`config.mk`:
```
export PLATFORM = sky130hd
export DESIGN_NAME = robot_motion_ctrl
export DESIGN_NICKNAME = d
export VERILOG_FILES = /design/src/rtl/robot_pkg.sv /design/src/rtl/front_cell_calc.sv /design/src/rtl/robot_motion_ctrl.sv
export SDC_FILE = /design/constraint.sdc
export NUM_CORES = 1
export LEC_CHECK = 0
export BUFFER_PORTS_ARGS = -buffer_cell sky130_fd_sc_hd__buf_2
export CORE_ASPECT_RATIO = 0.8
export CORE_UTILIZATION = 51
export DETAILED_ROUTE_END_ITERATION = 8
export MAX_ROUTING_LAYER = met4
export PLACE_DENSITY = 0.84
export SYNTH_ARGS = -nofsm -noshare
export SYNTH_HDL_FRONTEND = slang
export SYNTH_SLANG_ARGS = --single-unit
```
`constraint.sdc`:
```
create_clock -name clk -period 3.3 [get_ports clk]
set_clock_uncertainty 0.1 [all_clocks]
set_input_delay 0.495 -clock clk [delete_from_list [all_inputs] [get_ports clk]]
set_output_delay 0.495 -clock clk [all_outputs]
set_load 0.05 [all_outputs]
```
`src/rtl/robot_pkg.sv`:
```
// Shared encodings for the robot motion controller: cell codes, headings,
// command and response encodings, FSM states and map size defaults.
package robot_pkg;

    localparam int MAP_W_DEFAULT = 20;
    localparam int MAP_H_DEFAULT = 10;

    localparam logic [3:0] CELL_FREE   = 4'd0;
    localparam logic [3:0] CELL_WALL   = 4'd1;
    localparam logic [3:0] CELL_BLACK  = 4'd2;
    localparam logic [3:0] CELL_LIGHT  = 4'd3;
    localparam logic [3:0] CELL_MEDIUM = 4'd4;
    localparam logic [3:0] CELL_HEAVY  = 4'd5;

    localparam logic [1:0] DIR_N = 2'd0;
    localparam logic [1:0] DIR_W = 2'd1;
    localparam logic [1:0] DIR_S = 2'd2;
    localparam logic [1:0] DIR_E = 2'd3;

    localparam logic [1:0] CMD_FORWARD    = 2'd0;
    localparam logic [1:0] CMD_TURN_LEFT  = 2'd1;
    localparam logic [1:0] CMD_TURN_RIGHT = 2'd2;
    localparam logic [1:0] CMD_CLEAR      = 2'd3;

    localparam logic [1:0] ST_OK               = 2'd0;
    localparam logic [1:0] ST_BLOCKED_BOUND    = 2'd1;
    localparam logic [1:0] ST_BLOCKED_CELL     = 2'd2;
    localparam logic [1:0] ST_NOTHING_TO_CLEAR = 2'd3;

    typedef enum logic [1:0] {
        S_IDLE  = 2'd0,
        S_FETCH = 2'd1,
        S_CHECK = 2'd2,
        S_RESP  = 2'd3
    } state_t;

    // Free and black cells can be driven over; everything else blocks.
    function automatic logic is_passable(input logic [3:0] code);
        return (code == CELL_FREE) || (code == CELL_BLACK);
    endfunction

    // Light, medium and heavy debris are the only clearable codes.
    function automatic logic is_debris(input logic [3:0] code);
        return (code == CELL_LIGHT) || (code == CELL_MEDIUM) || (code == CELL_HEAVY);
    endfunction

    // One clearing pass lowers debris by one grade; light debris becomes free.
    function automatic logic [3:0] cleared_code(input logic [3:0] code);
        logic [3:0] res;
        case (code)
            CELL_HEAVY:  res = CELL_MEDIUM;
            CELL_MEDIUM: res = CELL_LIGHT;
            default:     res = CELL_FREE;
        endcase
        return res;
    endfunction

endpackage

```
`src/rtl/front_cell_calc.sv`:
```
// Combinational front-cell calculator: the cell one step ahead of the robot
// along its heading, plus a flag when that step leaves the map. Arithmetic
// carries one extra sign bit so stepping off either edge never wraps.
module front_cell_calc
    import robot_pkg::*;
#(
    parameter int MAP_W = MAP_W_DEFAULT,
    parameter int MAP_H = MAP_H_DEFAULT
) (
    input  logic [4:0] xr_i,
    input  logic [3:0] yr_i,
    input  logic [1:0] dr_i,
    output logic [4:0] fx_o,
    output logic [3:0] fy_o,
    output logic       oob_o
);

    logic signed [5:0] fx_s;
    logic signed [4:0] fy_s;

    // Step one cell along the heading in sign-extended coordinates.
    always_comb begin
        fx_s = $signed({1'b0, xr_i});
        fy_s = $signed({1'b0, yr_i});
        case (dr_i)
            DIR_N:   fy_s = fy_s - 5'sd1;
            DIR_W:   fx_s = fx_s - 6'sd1;
            DIR_S:   fy_s = fy_s + 5'sd1;
            default: fx_s = fx_s + 6'sd1;
        endcase
    end

    assign fx_o  = fx_s[4:0];
    assign fy_o  = fy_s[3:0];
    assign oob_o = fx_s[5] || fy_s[4]
                || (fx_s >= $signed(6'(MAP_W)))
                || (fy_s >= $signed(5'(MAP_H)));

endmodule

```
`src/rtl/robot_motion_ctrl.sv`:
```
// Robot motion controller: owns the robot pose shown by the map renderer and
// executes one FORWARD / TURN / CLEAR command at a time, checking the target
// cell through a 1-cycle-latency map read port and writing cleared debris back.
// Optional build macro MOVE_COUNT_EN adds a saturating move_cnt output that
// counts successful FORWARD moves.
module robot_motion_ctrl #(
    parameter int MAP_W     = robot_pkg::MAP_W_DEFAULT,
    parameter int MAP_H     = robot_pkg::MAP_H_DEFAULT,
    parameter int START_X   = 0,
    parameter int START_Y   = 0,
    parameter int START_DIR = 0
) (
    input  logic       clk,
    input  logic       rst,
    input  logic       cmd_valid,
    input  logic [1:0] cmd,
    output logic       cmd_ready,
    output logic       map_rd_en,
    output logic [4:0] map_rd_x,
    output logic [3:0] map_rd_y,
    input  logic [3:0] map_rd_data,
    output logic       map_wr_en,
    output logic [4:0] map_wr_x,
    output logic [3:0] map_wr_y,
    output logic [3:0] map_wr_data,
    output logic [4:0] xr,
    output logic [3:0] yr,
    output logic [1:0] dr,
    output logic       resp_valid,
    output logic [1:0] resp_status
`ifdef MOVE_COUNT_EN
    ,
    output logic [15:0] move_cnt
`endif
);

    import robot_pkg::*;

    state_t     state_q;
    logic [1:0] cmd_q;
    logic [4:0] fx_q;
    logic [3:0] fy_q;
    logic [4:0] xr_q;
    logic [3:0] yr_q;
    logic [1:0] dr_q;
    logic [4:0] nx_q;
    logic [3:0] ny_q;
    logic [1:0] nd_q;
    logic       cmd_ready_q;
    logic       rd_en_q;
    logic       wr_en_q;
    logic [3:0] wr_data_q;
    logic       resp_valid_q;
    logic [1:0] status_q;

    logic [4:0] front_x;
    logic [3:0] front_y;
    logic       front_oob;

    logic [1:0] chk_status_d;
    logic       chk_move_d;
    logic       chk_wr_d;
    logic [3:0] chk_wdata_d;

    front_cell_calc #(
        .MAP_W (MAP_W),
        .MAP_H (MAP_H)
    ) u_front (
        .xr_i  (xr_q),
        .yr_i  (yr_q),
        .dr_i  (dr_q),
        .fx_o  (front_x),
        .fy_o  (front_y),
        .oob_o (front_oob)
    );

    // Decide the outcome of a FORWARD or CLEAR from the cell code returned by the map.
    always_comb begin
        chk_status_d = ST_OK;
        chk_move_d   = 1'b0;
        chk_wr_d     = 1'b0;
        chk_wdata_d  = cleared_code(map_rd_data);
        if (cmd_q == CMD_FORWARD) begin
            if (is_passable(map_rd_data)) begin
                chk_move_d = 1'b1;
            end else begin
                chk_status_d = ST_BLOCKED_CELL;
            end
        end else begin
            if (is_debris(map_rd_data)) begin
                chk_wr_d = 1'b1;
            end else begin
                chk_status_d = ST_NOTHING_TO_CLEAR;
            end
        end
    end

    // Command FSM; the new pose is staged in nx/ny/nd and committed only when leaving RESP.
    always_ff @(posedge clk or negedge rst) begin
        if (!rst) begin
            state_q      <= S_IDLE;
            cmd_q        <= CMD_FORWARD;
            fx_q         <= '0;
            fy_q         <= '0;
            xr_q         <= 5'(START_X);
            yr_q         <= 4'(START_Y);
            dr_q         <= 2'(START_DIR);
            nx_q         <= 5'(START_X);
            ny_q         <= 4'(START_Y);
            nd_q         <= 2'(START_DIR);
            cmd_ready_q  <= 1'b1;
            rd_en_q      <= 1'b0;
            wr_en_q      <= 1'b0;
            wr_data_q    <= '0;
            resp_valid_q <= 1'b0;
            status_q     <= ST_OK;
        end else begin
            case (state_q)
                S_IDLE: begin
                    if (cmd_valid && cmd_ready_q) begin
                        cmd_q       <= cmd;
                        cmd_ready_q <= 1'b0;
                        nx_q        <= xr_q;
                        ny_q        <= yr_q;
                        nd_q        <= dr_q;
                        if (cmd == CMD_TURN_LEFT || cmd == CMD_TURN_RIGHT) begin
                            nd_q         <= (cmd == CMD_TURN_LEFT) ? dr_q + 2'd1 : dr_q - 2'd1;
                            status_q     <= ST_OK;
                            resp_valid_q <= 1'b1;
                            state_q      <= S_RESP;
                        end else if (front_oob) begin
                            status_q     <= ST_BLOCKED_BOUND;
                            resp_valid_q <= 1'b1;
                            state_q      <= S_RESP;
                        end else begin
                            fx_q    <= front_x;
                            fy_q    <= front_y;
                            rd_en_q <= 1'b1;
                            state_q <= S_FETCH;
                        end
                    end
                end
                S_FETCH: begin
                    rd_en_q <= 1'b0;
                    state_q <= S_CHECK;
                end
                S_CHECK: begin
                    status_q     <= chk_status_d;
                    resp_valid_q <= 1'b1;
                    wr_en_q      <= chk_wr_d;
                    if (chk_wr_d) begin
                        wr_data_q <= chk_wdata_d;
                    end
                    if (chk_move_d) begin
                        nx_q <= fx_q;
                        ny_q <= fy_q;
                    end
                    state_q <= S_RESP;
                end
                default: begin
                    resp_valid_q <= 1'b0;
                    wr_en_q      <= 1'b0;
                    xr_q         <= nx_q;
                    yr_q         <= ny_q;
                    dr_q         <= nd_q;
                    cmd_ready_q  <= 1'b1;
                    state_q      <= S_IDLE;
                end
            endcase
        end
    end

    assign cmd_ready   = cmd_ready_q;
    assign map_rd_en   = rd_en_q;
    assign map_rd_x    = fx_q;
    assign map_rd_y    = fy_q;
    assign map_wr_en   = wr_en_q;
    assign map_wr_x    = fx_q;
    assign map_wr_y    = fy_q;
    assign map_wr_data = wr_data_q;
    assign xr          = xr_q;
    assign yr          = yr_q;
    assign dr          = dr_q;
    assign resp_valid  = resp_valid_q;
    assign resp_status = status_q;

`ifdef MOVE_COUNT_EN
    logic [15:0] move_cnt_q;

    // Count FORWARD moves that complete OK, holding at the maximum value.
    always_ff @(posedge clk or negedge rst) begin
        if (!rst) begin
            move_cnt_q <= '0;
        end else if (state_q == S_RESP && cmd_q == CMD_FORWARD && status_q == ST_OK
                     && move_cnt_q != 16'hFFFF) begin
            move_cnt_q <= move_cnt_q + 16'd1;
        end
    end

    assign move_cnt = move_cnt_q;
`endif

endmodule

```
==> Word-level counts from Yosys, hierarchy flattened <==
Index checks and enable logic that the tools add are counted.
{ "classes": {"n_addsub": 6, "order_cmp": 2, "eq_ne": 15, "muxes": 37, "n_bitwise": 4, "reduce_logical": 26} }
{ "op_table": {"columns": ["op", "count"], "rows": [
  ["2-bit 2-to-1 mux", 11],
  ["5-bit one-hot mux with 2 select lines", 2],
  ["6-bit one-hot mux with 2 select lines", 1],
  ["1-bit 2-to-1 mux", 11],
  ["5-bit 2-to-1 mux", 2],
  ["3-bit AND reduction", 3],
  ["4-bit by 2-bit == test with 1-bit output (second input constant)", 2],
  ["4-bit by 3-bit == test with 1-bit output (second input constant)", 2],
  ["4-bit 2-to-1 mux", 2],
  ["2-bit != test (second input constant)", 4],
  ["4-bit one-hot mux with 2 select lines", 1],
  ["4-bit AND reduction", 2],
  ["1-bit logical OR", 7],
  ["5-bit by 1-bit adder with 6-bit output (second input constant)", 1],
  ["2-bit by 1-bit == test with 1-bit output (second input constant)", 3],
  ["2-bit == test (second input constant)", 3],
  ["6-bit >= comparator (second input constant)", 1],
  ["2-bit logical NOT", 3],
  ["1-bit one-hot mux with 2 select lines", 3],
  ["2-bit one-hot mux with 3 select lines", 1],
  ["3-bit one-hot mux with 2 select lines", 1],
  ["2-bit AND reduction", 3],
  ["2-bit OR reduction", 3],
  ["5-bit by 1-bit subtractor with 6-bit output (second input constant)", 1],
  ["13 further kinds", 17]
]} }
{ "word_totals": {"reg_bits": 45, "out_inout_bits": 39, "wordCells": 106} }

==> Logic depth before layout (Yosys ltp) <==
{ "depth": {"word_depth": 10, "depth_mapped": 16, "ltp_nobuf": 12} }

==> By module <==
Synthesis repeated with hierarchy kept, for this count alone.
{ "hier_totals": {"cells_unflattened": 263, "hier_area_um2": 2647.5} }
{ "modules_own_cells": {"columns": ["module", "instances", "cells_per_inst", "area_each_um2", "seq_area_each_um2"], "rows": [
  ["robot_motion_ctrl", 1, 208, 2234.6, 1077.3],
  ["front_cell_calc", 1, 55, 412.9, 0.0]
]} }

==> Worst setup path before layout <==
Ideal clock, no wire load.
{ "synth_timing": {"path_type": "register -> register", "from": "reg dr_q[1], in the netlist dr[1]", "to": "reg fx_q[0], in the netlist map_rd_x[0]", "arrival_ns": 3.387, "t_required_ns": 3.075, "setup_slack_ns": -0.312, "stages_incl_launch_ff": 17, "n_path_buf": 4, "synth_period_minus_slack_ns": 3.612, "path_cell_list": "dfrtp_1 > inv_1 > ha_1 > buf_6 > buf_4 > xor2_1 > ha_1 > buf_6 > nor3b_1 > a2111oi_2 > o211ai_1 > o31a_1 > o221ai_2 > o21ai_2 > or2_1 > buf_6 > mux2_4"} }
{ "synth_via": {"elab_chain_cells": 8, "elab_cells_between_ends": 13} }
{ "synth_lines": {"columns": ["element", "line", "text"], "rows": [
  ["from (decl)", "robot_motion_ctrl.sv:45", "logic [1:0] dr_q;"],
  ["from (signal assigned)", "robot_motion_ctrl.sv:107", "dr_q <= 2'(START_DIR);"],
  ["from (signal assigned)", "robot_motion_ctrl.sv:165", "dr_q <= nd_q;"],
  ["2-bit == test or 2-bit logical NOT (tied branches)", "front_cell_calc.sv:25", "case (dr_i)"],
  ["2-bit OR reduction (no line)", null, null],
  ["6-bit one-hot mux with 2 select lines", "front_cell_calc.sv:25", null],
  ["6-bit >= comparator or 1-bit logical OR (tied branches)", "front_cell_calc.sv:36, front_cell_calc.sv:35", null],
  ["1-bit logical OR", "front_cell_calc.sv:36", "|| (fx_s >= $signed(6'(MAP_W)))"],
  ["1-bit logical OR", "front_cell_calc.sv:37", "|| (fy_s >= $signed(5'(MAP_H)));"],
  ["1-bit inverter (no line)", null, null],
  ["4-bit AND reduction (no line)", null, null],
  ["to (signal assigned)", "robot_motion_ctrl.sv:136", "fx_q <= front_x;"],
  ["to (decl)", "robot_motion_ctrl.sv:41", "logic [4:0] fx_q;"]
]} }
Parallel ways exist; a longest one is shown, timed or not.
A chain may end at the register's enable or synchronous reset.

==> Worst setup path after layout <==
{ "layout_timing": {"from": "reg dr_q[0], in the netlist dr[0]", "to": "reg status_q[1], in the netlist resp_status[1]"} }
{ "layout_via": {"elab_chain_cells": 8, "elab_cells_between_ends": 13} }
{ "layout_lines": {"columns": ["element", "line", "text"], "rows": [
  ["2-bit == test or 2-bit logical NOT (tied branches)", "front_cell_calc.sv:25", null],
  ["2-bit OR reduction (no line)", null, null],
  ["6-bit one-hot mux with 2 select lines", "front_cell_calc.sv:25", null],
  ["6-bit >= comparator or 1-bit logical OR (tied branches)", "front_cell_calc.sv:36, front_cell_calc.sv:35", null],
  ["1-bit logical OR", "front_cell_calc.sv:36", null],
  ["1-bit logical OR (*)", "front_cell_calc.sv:37", null],
  ["3-bit != test (no line) (*)", null, null],
  ["3-bit AND reduction (no line) (*)", null, null],
  ["to (signal assigned)", "robot_motion_ctrl.sv:148", "status_q <= chk_status_d;"],
  ["to (decl)", "robot_motion_ctrl.sv:54", "logic [1:0] status_q;"]
]} }
Every way passes the cells marked *; elsewhere a longest branch is shown, timed or not.

==> metrics.txt <==
final clock period utilization by the worst path 0.952; Ports 48; post-synth top area share 0.359; Yosys cell types 61; Detailed Place HPWL 4480 um; WL final 6290 um; Setup Fix Bufs, Post-CTS 0; max_slew headroom 0.348; initial core utilization 0.533; # DRC 0; CP required 3.40 ns; gr usage total 0.236; FF-to-FF Start dr[0]; register area share after synthesis 0.368; CP max stage delay 0.44 ns; antenna viol nets, final 0; final-layout fill cell count 465; DR WL/cell 15.6 um; Yosys top cell by area dfrtp_1; clock buffer depth 2; vias per inst 5.67; CTS buffer count 5; cell depth of the worst setup path 13; Yosys reg bits 43; root buf cell clkbuf_8; Final Setup Violations 0; critical path arrival 3.24 ns; Slew Viols, Final 0; RSZ-0062 raised after global routing no; Ys Warns 0; n_diodes 0; Crit Path Max Fanout 5; CP Cell Sequence inv_1, ha_1, inv_1, ha_1, a21o_1, a2111oi_0, a31oi_1, a22oi_2, nor3_4, o21ai_2, buf_4, nand3_1, a311o_1; Worst-path clk slew 0.09 ns; Achievable Freq 318 MHz; CP Class flop to flop; vias in the first global route 2,166; Post-Syn Area per Cell 10.0 um^2; drt first pass iters 4; prevailing post-synth register cell dfrtp_1; buffers and inverters on the worst path 3; worst skew pair latency 0.31 ns; synthesis-to-finish area growth 10.3%; largest cells by area after synthesis dfrtp_1 36%, ha_1 5.6%, mux2i_1 4.8%; top post-synthesis cells by count 42 x dfrtp_1, 21 x a21oi_1, 20 x nor2_1; first-pass GRT wire length 10,600 um; Total Nets Final 348; Largest delay share family, worst path compound AO/OA/AOI/OAI gates; CTS Sinks 43; grt ovf 0; EDFF count, synth 0; worst reg2reg path depth 13; DIE HEIGHT 69.8 um; H-tree levels 2; crit path launch type flop; largest net degree at the start of global routing 44; Routability Congestion 0.882; clock period minus worst slack 3.14 ns; die footprint 0.00605 mm^2; setup tns final 0 ns; Core ar. 0.00550 mm^2; most frequent cell after synthesis dfrtp_1; Worst Setup SP dr[0]; worst min path class primary input to async pin; CTS tree built; share of cells above drive strength 1 0.316; Final Hold Vio Count 0; status finished clean; Netlist Area Pre-Place 0.00293 mm^2; Post-synth ARST share 1.00; worst slew pin tran 0.978 ns; routed via count 2,290; cell count after synthesis 292; First DRT Iteration DRCs 147; # Max-Cap Violations 0; Post-Syn Nets 315; initial antenna violation count 0; Die Width 86.7 um; num rows 24; IO buf count 46; Slowest-stage cell, CP dfrtp_2; Critical Path End Type flop
## per-stage QoR
stage                     utilization  cells  hold slack [ns]  cell area, um^2  setup slack [ns]
after floorplan                     -    292           0.0994             2930           0.00936
after global placement          0.566    396            0.364             3110            0.0952
after detailed placement        0.566    396            0.384             3110           -0.0759
after CTS                       0.586    404            0.259             3220            0.0703
after global routing            0.588    404            0.321             3230           0.00309
final                           0.588    404            0.246             3230             0.158
## layer usage
metal	GRT usage	wire, um	share of wire
met1	0.337	3120	0.50
met2	0.334	2800	0.45
met3	0.0405	261	0.042
met4	0.0926	104	0.017
met5	-	0	0
## cell families after synthesis
logic type | synth area share
AOI/OAI and AO/OA | 0.173
xor gates and xnor gates | 0.0329
adders and majority gates | 0.0624
buffers and inverters | 0.0970
DFF | 0.368
muxes | 0.130
other | 0.00128
and+or+nand+nor | 0.135
## registers in the layout, indices dropped and copies added (netlist names)
name and flops:
map_rd_y 4, dr 2, cmd_q 2, xr 5, state_q 2, map_rd_en 1
ny_q 4, map_wr_en 1, cmd_ready 1, resp_status 2, nx_q 5, nd_q 2
map_rd_x 5, yr 4, resp_valid 1, map_wr_data 2
## path summary, 6_finish.rpt
path,slack [ns],to
setup / recovery,0.16,resp_status[1]
hold / removal,0.25,state_q[1]
setup reg to reg,0.16,resp_status[1]
hold reg to reg,0.40,nd_q[1]
max in group asynchronous,2.19,dr[1]
min in group clk,0.33,cmd_q[0]
## worst register-to-register path, cell delays in order, from the launching register on
cell and delay, ns:
dfrtp_2 0.44, inv_1 0.10, ha_1 0.17, inv_1 0.10, ha_1 0.28, a21o_1 0.19, a2111oi_0 0.44, a31oi_1 0.14
a22oi_2 0.28, nor3_4 0.08, o21ai_2 0.09, buf_4 0.15, nand3_1 0.10, a311o_1 0.36
## area by class of cell
cell class,count,area (um^2),share of cell area
clock buffers,5,68.8,0.0213
flip-flops and latches,43,1080,0.334
repair buffers,56,305,0.0945
inverters,15,56.3,0.0174
multi-input cells,204,1580,0.489
clock inverters,3,43.8,0.0136
well taps,78,97.6,0.0302
## placed cells by master, fill, tap and decap left out, types with 6 or more instances in the layout
master   instances
xnor2_1          6
nor2_1          20
dfrtp_1         40
buf_2           46
inv_1           14
mux2_2          12
mux2i_1         14
nand3_1          6
nand2_1         19
o21ai_0         15
ha_1            13
buf_4           10
mux2_4           7
a21oi_1         21
## repair_timing
action | CTS | global route
hold buffers | 0 | 0
resized for setup | 1 | 2
cloned | 0 | 0
endpoints found under the setup margin | 7 | 9
Power is left out: the tool's default activity adds up to more than one toggle a clock period on the data nets, which glitch-free logic cannot reach.
